==> src/rtl/rv32i_control_fsm_if.sv <==
// +----------------------------------------------------------------------+
// | rv32i_control_fsm_if                                                 |
// | Run/opcode inputs and datapath strobes/status of the control FSM.    |
// | Rev 1.0                                                              |
// +----------------------------------------------------------------------+
`default_nettype none

interface rv32i_control_fsm_if #(
  parameter int CNT_WIDTH = 32
);
  logic                 run;
  logic [6:0]           opcode;
  logic                 regfile_wren;
  logic                 ir_wren;
  logic                 pc_inc;
  logic                 halted;
  logic                 illegal;
  logic [CNT_WIDTH-1:0] retired_count;
  logic [2:0]           state_o;

  modport master (
    input  run, opcode,
    output regfile_wren, ir_wren, pc_inc, halted, illegal, retired_count, state_o
  );

  modport slave (
    output run, opcode,
    input  regfile_wren, ir_wren, pc_inc, halted, illegal, retired_count, state_o
  );
endinterface

`default_nettype wire

==> src/rtl/rv32i_control_fsm.sv <==
// +----------------------------------------------------------------------+
// | rv32i_control_fsm                                                    |
// | Multicycle RV32I control: fetch, IR load, decode, writeback.         |
// | Rev 1.0                                                              |
// +----------------------------------------------------------------------+
`default_nettype none

module rv32i_control_fsm #(
  parameter int MEM_LATENCY = 1,
  parameter int CNT_WIDTH   = 32
) (
  input  wire logic            clk,
  input  wire logic            rst,
  rv32i_control_fsm_if.master  bus
);

  if ((MEM_LATENCY < 1) || (MEM_LATENCY > 15)) begin : g_bad_latency
    $error("rv32i_control_fsm: MEM_LATENCY must be in 1..15");
  end

  localparam logic [6:0] c_OPC_OP     = 7'b0110011;
  localparam logic [6:0] c_OPC_SYSTEM = 7'b1110011;
  localparam logic [3:0] c_LAT_LAST   = 4'(MEM_LATENCY - 1);

  typedef enum logic [2:0] {
    S_IDLE      = 3'd0,
    S_FETCH     = 3'd1,
    S_IR_LOAD   = 3'd2,
    S_DECODE    = 3'd3,
    S_WRITEBACK = 3'd4,
    S_HALTED    = 3'd5,
    S_TRAP      = 3'd6
  } state_t;

  state_t               r_state;
  logic [3:0]           r_lat_cnt;
  logic [CNT_WIDTH-1:0] r_retired;
  logic                 r_halted;
  logic                 r_illegal;
  logic                 r_ir_wren;
  logic                 r_pc_inc;
  logic                 r_rf_wren;

  // Strobes are registered alongside the state transition that enters the
  // state they belong to, so each one is a pure function of the current state.
  always_ff @(posedge clk or posedge rst) begin
    if (rst) begin
      r_state   <= S_IDLE;
      r_lat_cnt <= 4'd0;
      r_retired <= '0;
      r_halted  <= 1'b0;
      r_illegal <= 1'b0;
      r_ir_wren <= 1'b0;
      r_pc_inc  <= 1'b0;
      r_rf_wren <= 1'b0;
    end else begin
      r_ir_wren <= 1'b0;
      r_pc_inc  <= 1'b0;
      r_rf_wren <= 1'b0;
      case (r_state)
        S_IDLE: begin
          if (bus.run) begin
            r_state   <= S_FETCH;
            r_lat_cnt <= 4'd0;
          end
        end
        S_FETCH: begin
          if (r_lat_cnt == c_LAT_LAST) begin
            r_state   <= S_IR_LOAD;
            r_ir_wren <= 1'b1;
            r_pc_inc  <= 1'b1;
            r_lat_cnt <= 4'd0;
          end else begin
            r_lat_cnt <= r_lat_cnt + 4'd1;
          end
        end
        S_IR_LOAD: r_state <= S_DECODE;
        S_DECODE: begin
          // Retirement is counted on entry so the count includes the
          // instruction currently in WRITEBACK.
          if (bus.opcode == c_OPC_OP) begin
            r_state   <= S_WRITEBACK;
            r_rf_wren <= 1'b1;
            r_retired <= r_retired + CNT_WIDTH'(1);
          end else if (bus.opcode == c_OPC_SYSTEM) begin
            r_state  <= S_HALTED;
            r_halted <= 1'b1;
          end else begin
            r_state   <= S_TRAP;
            r_illegal <= 1'b1;
          end
        end
        S_WRITEBACK: begin
          r_lat_cnt <= 4'd0;
          r_state   <= bus.run ? S_FETCH : S_IDLE;
        end
        S_HALTED, S_TRAP: r_state <= r_state;
        default: r_state <= S_TRAP;
      endcase
    end
  end

  assign bus.state_o       = r_state;
  assign bus.ir_wren       = r_ir_wren;
  assign bus.pc_inc        = r_pc_inc;
  assign bus.regfile_wren  = r_rf_wren;
  assign bus.halted        = r_halted;
  assign bus.illegal       = r_illegal;
  assign bus.retired_count = r_retired;

endmodule

`default_nettype wire

==> src/flat_wrapper.sv <==
// flat-port wrapper written by rule: the top's interface ports become plain ports
module rv32i_control_fsm_flat 
#(
  parameter int MEM_LATENCY = 1,
  parameter int CNT_WIDTH   = 32
)
  (clk, rst, bus_run, bus_opcode, bus_regfile_wren, bus_ir_wren, bus_pc_inc, bus_halted, bus_illegal, bus_retired_count, bus_state_o);
  rv32i_control_fsm_if #(.CNT_WIDTH(CNT_WIDTH)) bus_i ();
  input  wire logic clk;
  input  wire logic rst;
  input wire logic [$bits(bus_i.run)-1:0] bus_run;
  input wire logic [$bits(bus_i.opcode)-1:0] bus_opcode;
  output wire logic [$bits(bus_i.regfile_wren)-1:0] bus_regfile_wren;
  output wire logic [$bits(bus_i.ir_wren)-1:0] bus_ir_wren;
  output wire logic [$bits(bus_i.pc_inc)-1:0] bus_pc_inc;
  output wire logic [$bits(bus_i.halted)-1:0] bus_halted;
  output wire logic [$bits(bus_i.illegal)-1:0] bus_illegal;
  output wire logic [$bits(bus_i.retired_count)-1:0] bus_retired_count;
  output wire logic [$bits(bus_i.state_o)-1:0] bus_state_o;
  assign bus_i.run = bus_run;
  assign bus_i.opcode = bus_opcode;
  assign bus_regfile_wren = bus_i.regfile_wren;
  assign bus_ir_wren = bus_i.ir_wren;
  assign bus_pc_inc = bus_i.pc_inc;
  assign bus_halted = bus_i.halted;
  assign bus_illegal = bus_i.illegal;
  assign bus_retired_count = bus_i.retired_count;
  assign bus_state_o = bus_i.state_o;
  rv32i_control_fsm #(.MEM_LATENCY(MEM_LATENCY), .CNT_WIDTH(CNT_WIDTH)) u_core (.clk(clk), .rst(rst), .bus(bus_i));
endmodule
==> config.mk <==
export PLATFORM = sky130hd
export DESIGN_NAME = rv32i_control_fsm_flat
export DESIGN_NICKNAME = d
export VERILOG_FILES = /design/src/rtl/rv32i_control_fsm_if.sv /design/src/rtl/rv32i_control_fsm.sv /design/src/flat_wrapper.sv
export SDC_FILE = /design/constraint.sdc
export NUM_CORES = 1
export LEC_CHECK = 0
export ABC_AREA = 1
export BUFFER_PORTS_ARGS = -buffer_cell sky130_fd_sc_hd__buf_4
export CAP_MARGIN = 10
export CORE_ASPECT_RATIO = 1.4
export CORE_MARGIN = 2
export CORE_UTILIZATION = 38
export CTS_CLUSTER_SIZE = 28
export DETAILED_ROUTE_END_ITERATION = 10
export PLACE_DENSITY_LB_ADDON = 0.08
export SYNTH_ARGS = -nofsm -noshare
export SYNTH_HDL_FRONTEND = slang
export SYNTH_SLANG_ARGS = --single-unit
==> constraint.sdc <==
create_clock -name clk -period 1.6 [get_ports clk]
set_input_delay 0 -clock clk [delete_from_list [all_inputs] [get_ports clk]]
set_output_delay 0 -clock clk [all_outputs]
set_load 0.01 [all_outputs]
==> results.md <==
* Yosys cell types at 29
* Worst rel slew slack at 0.623
* Achievable clock frequency at 673 MHz
* Post-synthesis sequential area ratio at 0.409
* Max Clock Skew at 3.79 ps
* Worst skew pair latency at 290 ps
* Main synth FF type: dfrtp_1
* Mapped Nets at 395
* DRC violations left at 0
* Worst Max-Slew Pin Slew at 565 ps
* Ports at 50
* Max IR drop VDD at 548 uV
* DP Wirelength at 5220 microns
* WHS at 13.9 ps
* Core Area at 0.00666 sq mm
* Slew Viols, Final at 0
* Crit end category: flip-flop
* Synthesized cell area at 0.00263 sq mm
* Post-Syn Instances at 382
* TritonCTS clock tree: done
* Status: finished, final reports clean
* First-pass GRT wire length at 11200 microns
* Adder-Cell Fraction of Synth Area at 0.0143
* TNS Setup at 0 ps
* Overflow after GRT at 0
* Site Rows at 35
* Largest net degree at the start of global routing at 44
* Compound-gate portion of the synthesized area at 0.0295
* Die height at 103 microns
* CTS Sinks at 43
* Number of global-route vias before repair at 2412
* Longest Clk Path Bufs at 2
* Final setup violation count at 0
* Clock H-tree levels at 2
* Total Wirelength at 6680 microns
* Routability cong. at 0.838
* Synth Area per Inst at 6.89 sq um
* Critical Path RT at 1790 ps
* Antenna violations before repair at 0
* Critical path class: reg2reg
* HP Class: in2reg
* Die Wd at 74.4 microns
* Final Instance Area at 0.00339 sq mm
* Nets at 469
* Overall Global Routing Usage at 0.191
* Post-Place Cell Area at 0.00325 sq mm
* Ys Warns at 0
* Layout overhead on the synthesized area at 28.6%
* Fraction of registers with async set or reset after synthesis at 1.00
* Port Buffers at 49
* Initial core utilization at 0.396
* Number of synthesized register bits at 43
* Share of cells above drive strength 1 at 0.230
* Vias per Instance at 4.57
* Tmin final at 1490 ps
* Initial DRC count at 82
* CP Launch Type: flip-flop
* DRT Pass-1 Iters at 4
* Total CTS buffers at 5
* Antenna Nets Post-Route at 0
* Final hold violation count at 0
* Fin crit share at 0.929
* Synth Area in Simple Gates at 0.417
* Pwr dens at 709 mW/mm^2
* Post-synthesis mux area share at 0
* CP Data Arrival Time at 1670 ps
* Vias at 2504
* Root Buffer: clkbuf_8
* Avg WL per Cell at 12.2 microns
* Largest family of logic cells by synthesized area: simple AND/OR/NAND/NOR gates
* Pleak at 1.69 nW
* Full die area at 0.00762 sq mm
* Worst-path fanout max at 5
* N_diodes at 0
* Clock slew at the register clock pins of the worst setup and hold paths at 80 ps
* Number of synthesized flops with an enable pin at 0
* Synth Area in XOR/XNOR at 0.0518
* Max Cap Violations at 0
[cells by family after synthesis]
kind of cell	Yosys count
simple gates	258
buf+inv	51
flops	43
compound gates	14
xor+xnor	13
fa+ha+maj	3
[what timing repair did]
action	CTS	global route
setup buffers	0	1
resized for setup	0	12
endpoints found under the hold margin	43	0
setup endpoints to repair	0	17
hold buffers	1	0
[layer usage]
metal | vias up | global-route usage | wire, microns
met4 | 0 | 0.0687 | 149
met5 | - | 0 | 0
met2 | 48 | 0.349 | 3520
li1 | 1312 | - | -
met1 | 1134 | 0.221 | 2770
met3 | 10 | 0.0323 | 236
[cell usage after synthesis (4+ instances only)]
master      n  area share
nand2_1   162        0.23
nor2_1     51       0.073
inv_1      45       0.064
dfrtp_1    43        0.41
nand3_1    18       0.034
xor2_1      7       0.023
nand2_2     6       0.014
nand4_1     6       0.014
nand3b_1    5       0.014
o21ai_0     5      0.0095
nor2_2      4      0.0095
o21ai_1     4      0.0076
[final timing paths]
check / slack [ps] / to / cells after the start / from
worst min register to register: 470 / u_core.bus.halted / 2 / u_core.bus.halted
worst max register to register: 110 / u_core.bus.retired_count[27] / 9 / u_core.bus.retired_count[16]
min in group asynchronous: 400 / u_core.bus.state_o[2] / 4 / rst
max in group asynchronous: 820 / u_core.bus.retired_count[6] / 4 / rst
worst min-delay path: 10 / u_core.bus.regfile_wren / 4 / bus_opcode[6]
worst max-delay path: 110 / u_core.bus.retired_count[27] / 9 / u_core.bus.retired_count[16]
[layout by cell type, fill, tap and decap left out, types with 2 or more instances in the layout]
master and n:
nor2_2 7, nand2_1 162, clkbuf_8 6, nand3b_1 5, nand2_2 6, xor2_1 7
xnor2_2 3, nand3_1 17, dfrtp_1 43, nor2_1 46, o21ai_0 4, nor2_4 5
inv_2 3, nand4_1 6, inv_1 42, o21ai_1 5, xnor2_1 3, buf_4 69
nand3_4 2, clkinv_1 2, ha_1 3
[final cells by class]
cell class | count | area (sq um)
fill | 699 | 3270
multi-input combinational | 288 | 1390
sequential | 43 | 1080
timing repair buffer | 71 | 548
inverter | 47 | 176
tap | 92 | 115
clock buffer | 6 | 82.6
clock inverter | 1 | 5.00
[through the flow]
stage	setup slack (ps)	total power (W)	std cells	utilization
finish	113	0.00240	548	0.509
global route	-1.03	0.00257	548	0.509
CTS	67.0	0.00243	547	0.503
detailed placement	74.9	0.00171	539	0.488
global placement	66.0	0.00171	539	0.488
floorplan	138	0.00153	382	-
[registers in the layout (all words and copies together) (netlist names)]
name,flops
u_core.bus.state_o,3
u_core.bus.ir_wren,1
u_core.bus.halted,1
u_core.bus.regfile_wren,1
u_core.r_lat_cnt,4
u_core.bus.illegal,1
u_core.bus.retired_count,32
[power by group]
group	leakage (nW)	total [W]	switching (W)	internal, W
Sequential	0.568	0.00123	0.0000629	0.00116
Combinational	1.07	0.000470	0.000266	0.000204
Clock	0.0470	0.000705	0.000365	0.000339
Total	1.69	0.00240	0.000694	0.00171
[worst max-delay path: stages (launching register included)]
cell	delay, ps
dfrtp_1	460
nand2_1	110
nor2_1	210
nand2_1	80
nor2_1	240
nand2_1	80
nand2_1	60
nand2_1	50
nand2_1	50
nand2_1	40
Note: power is estimated with default switching activity, not from simulation.
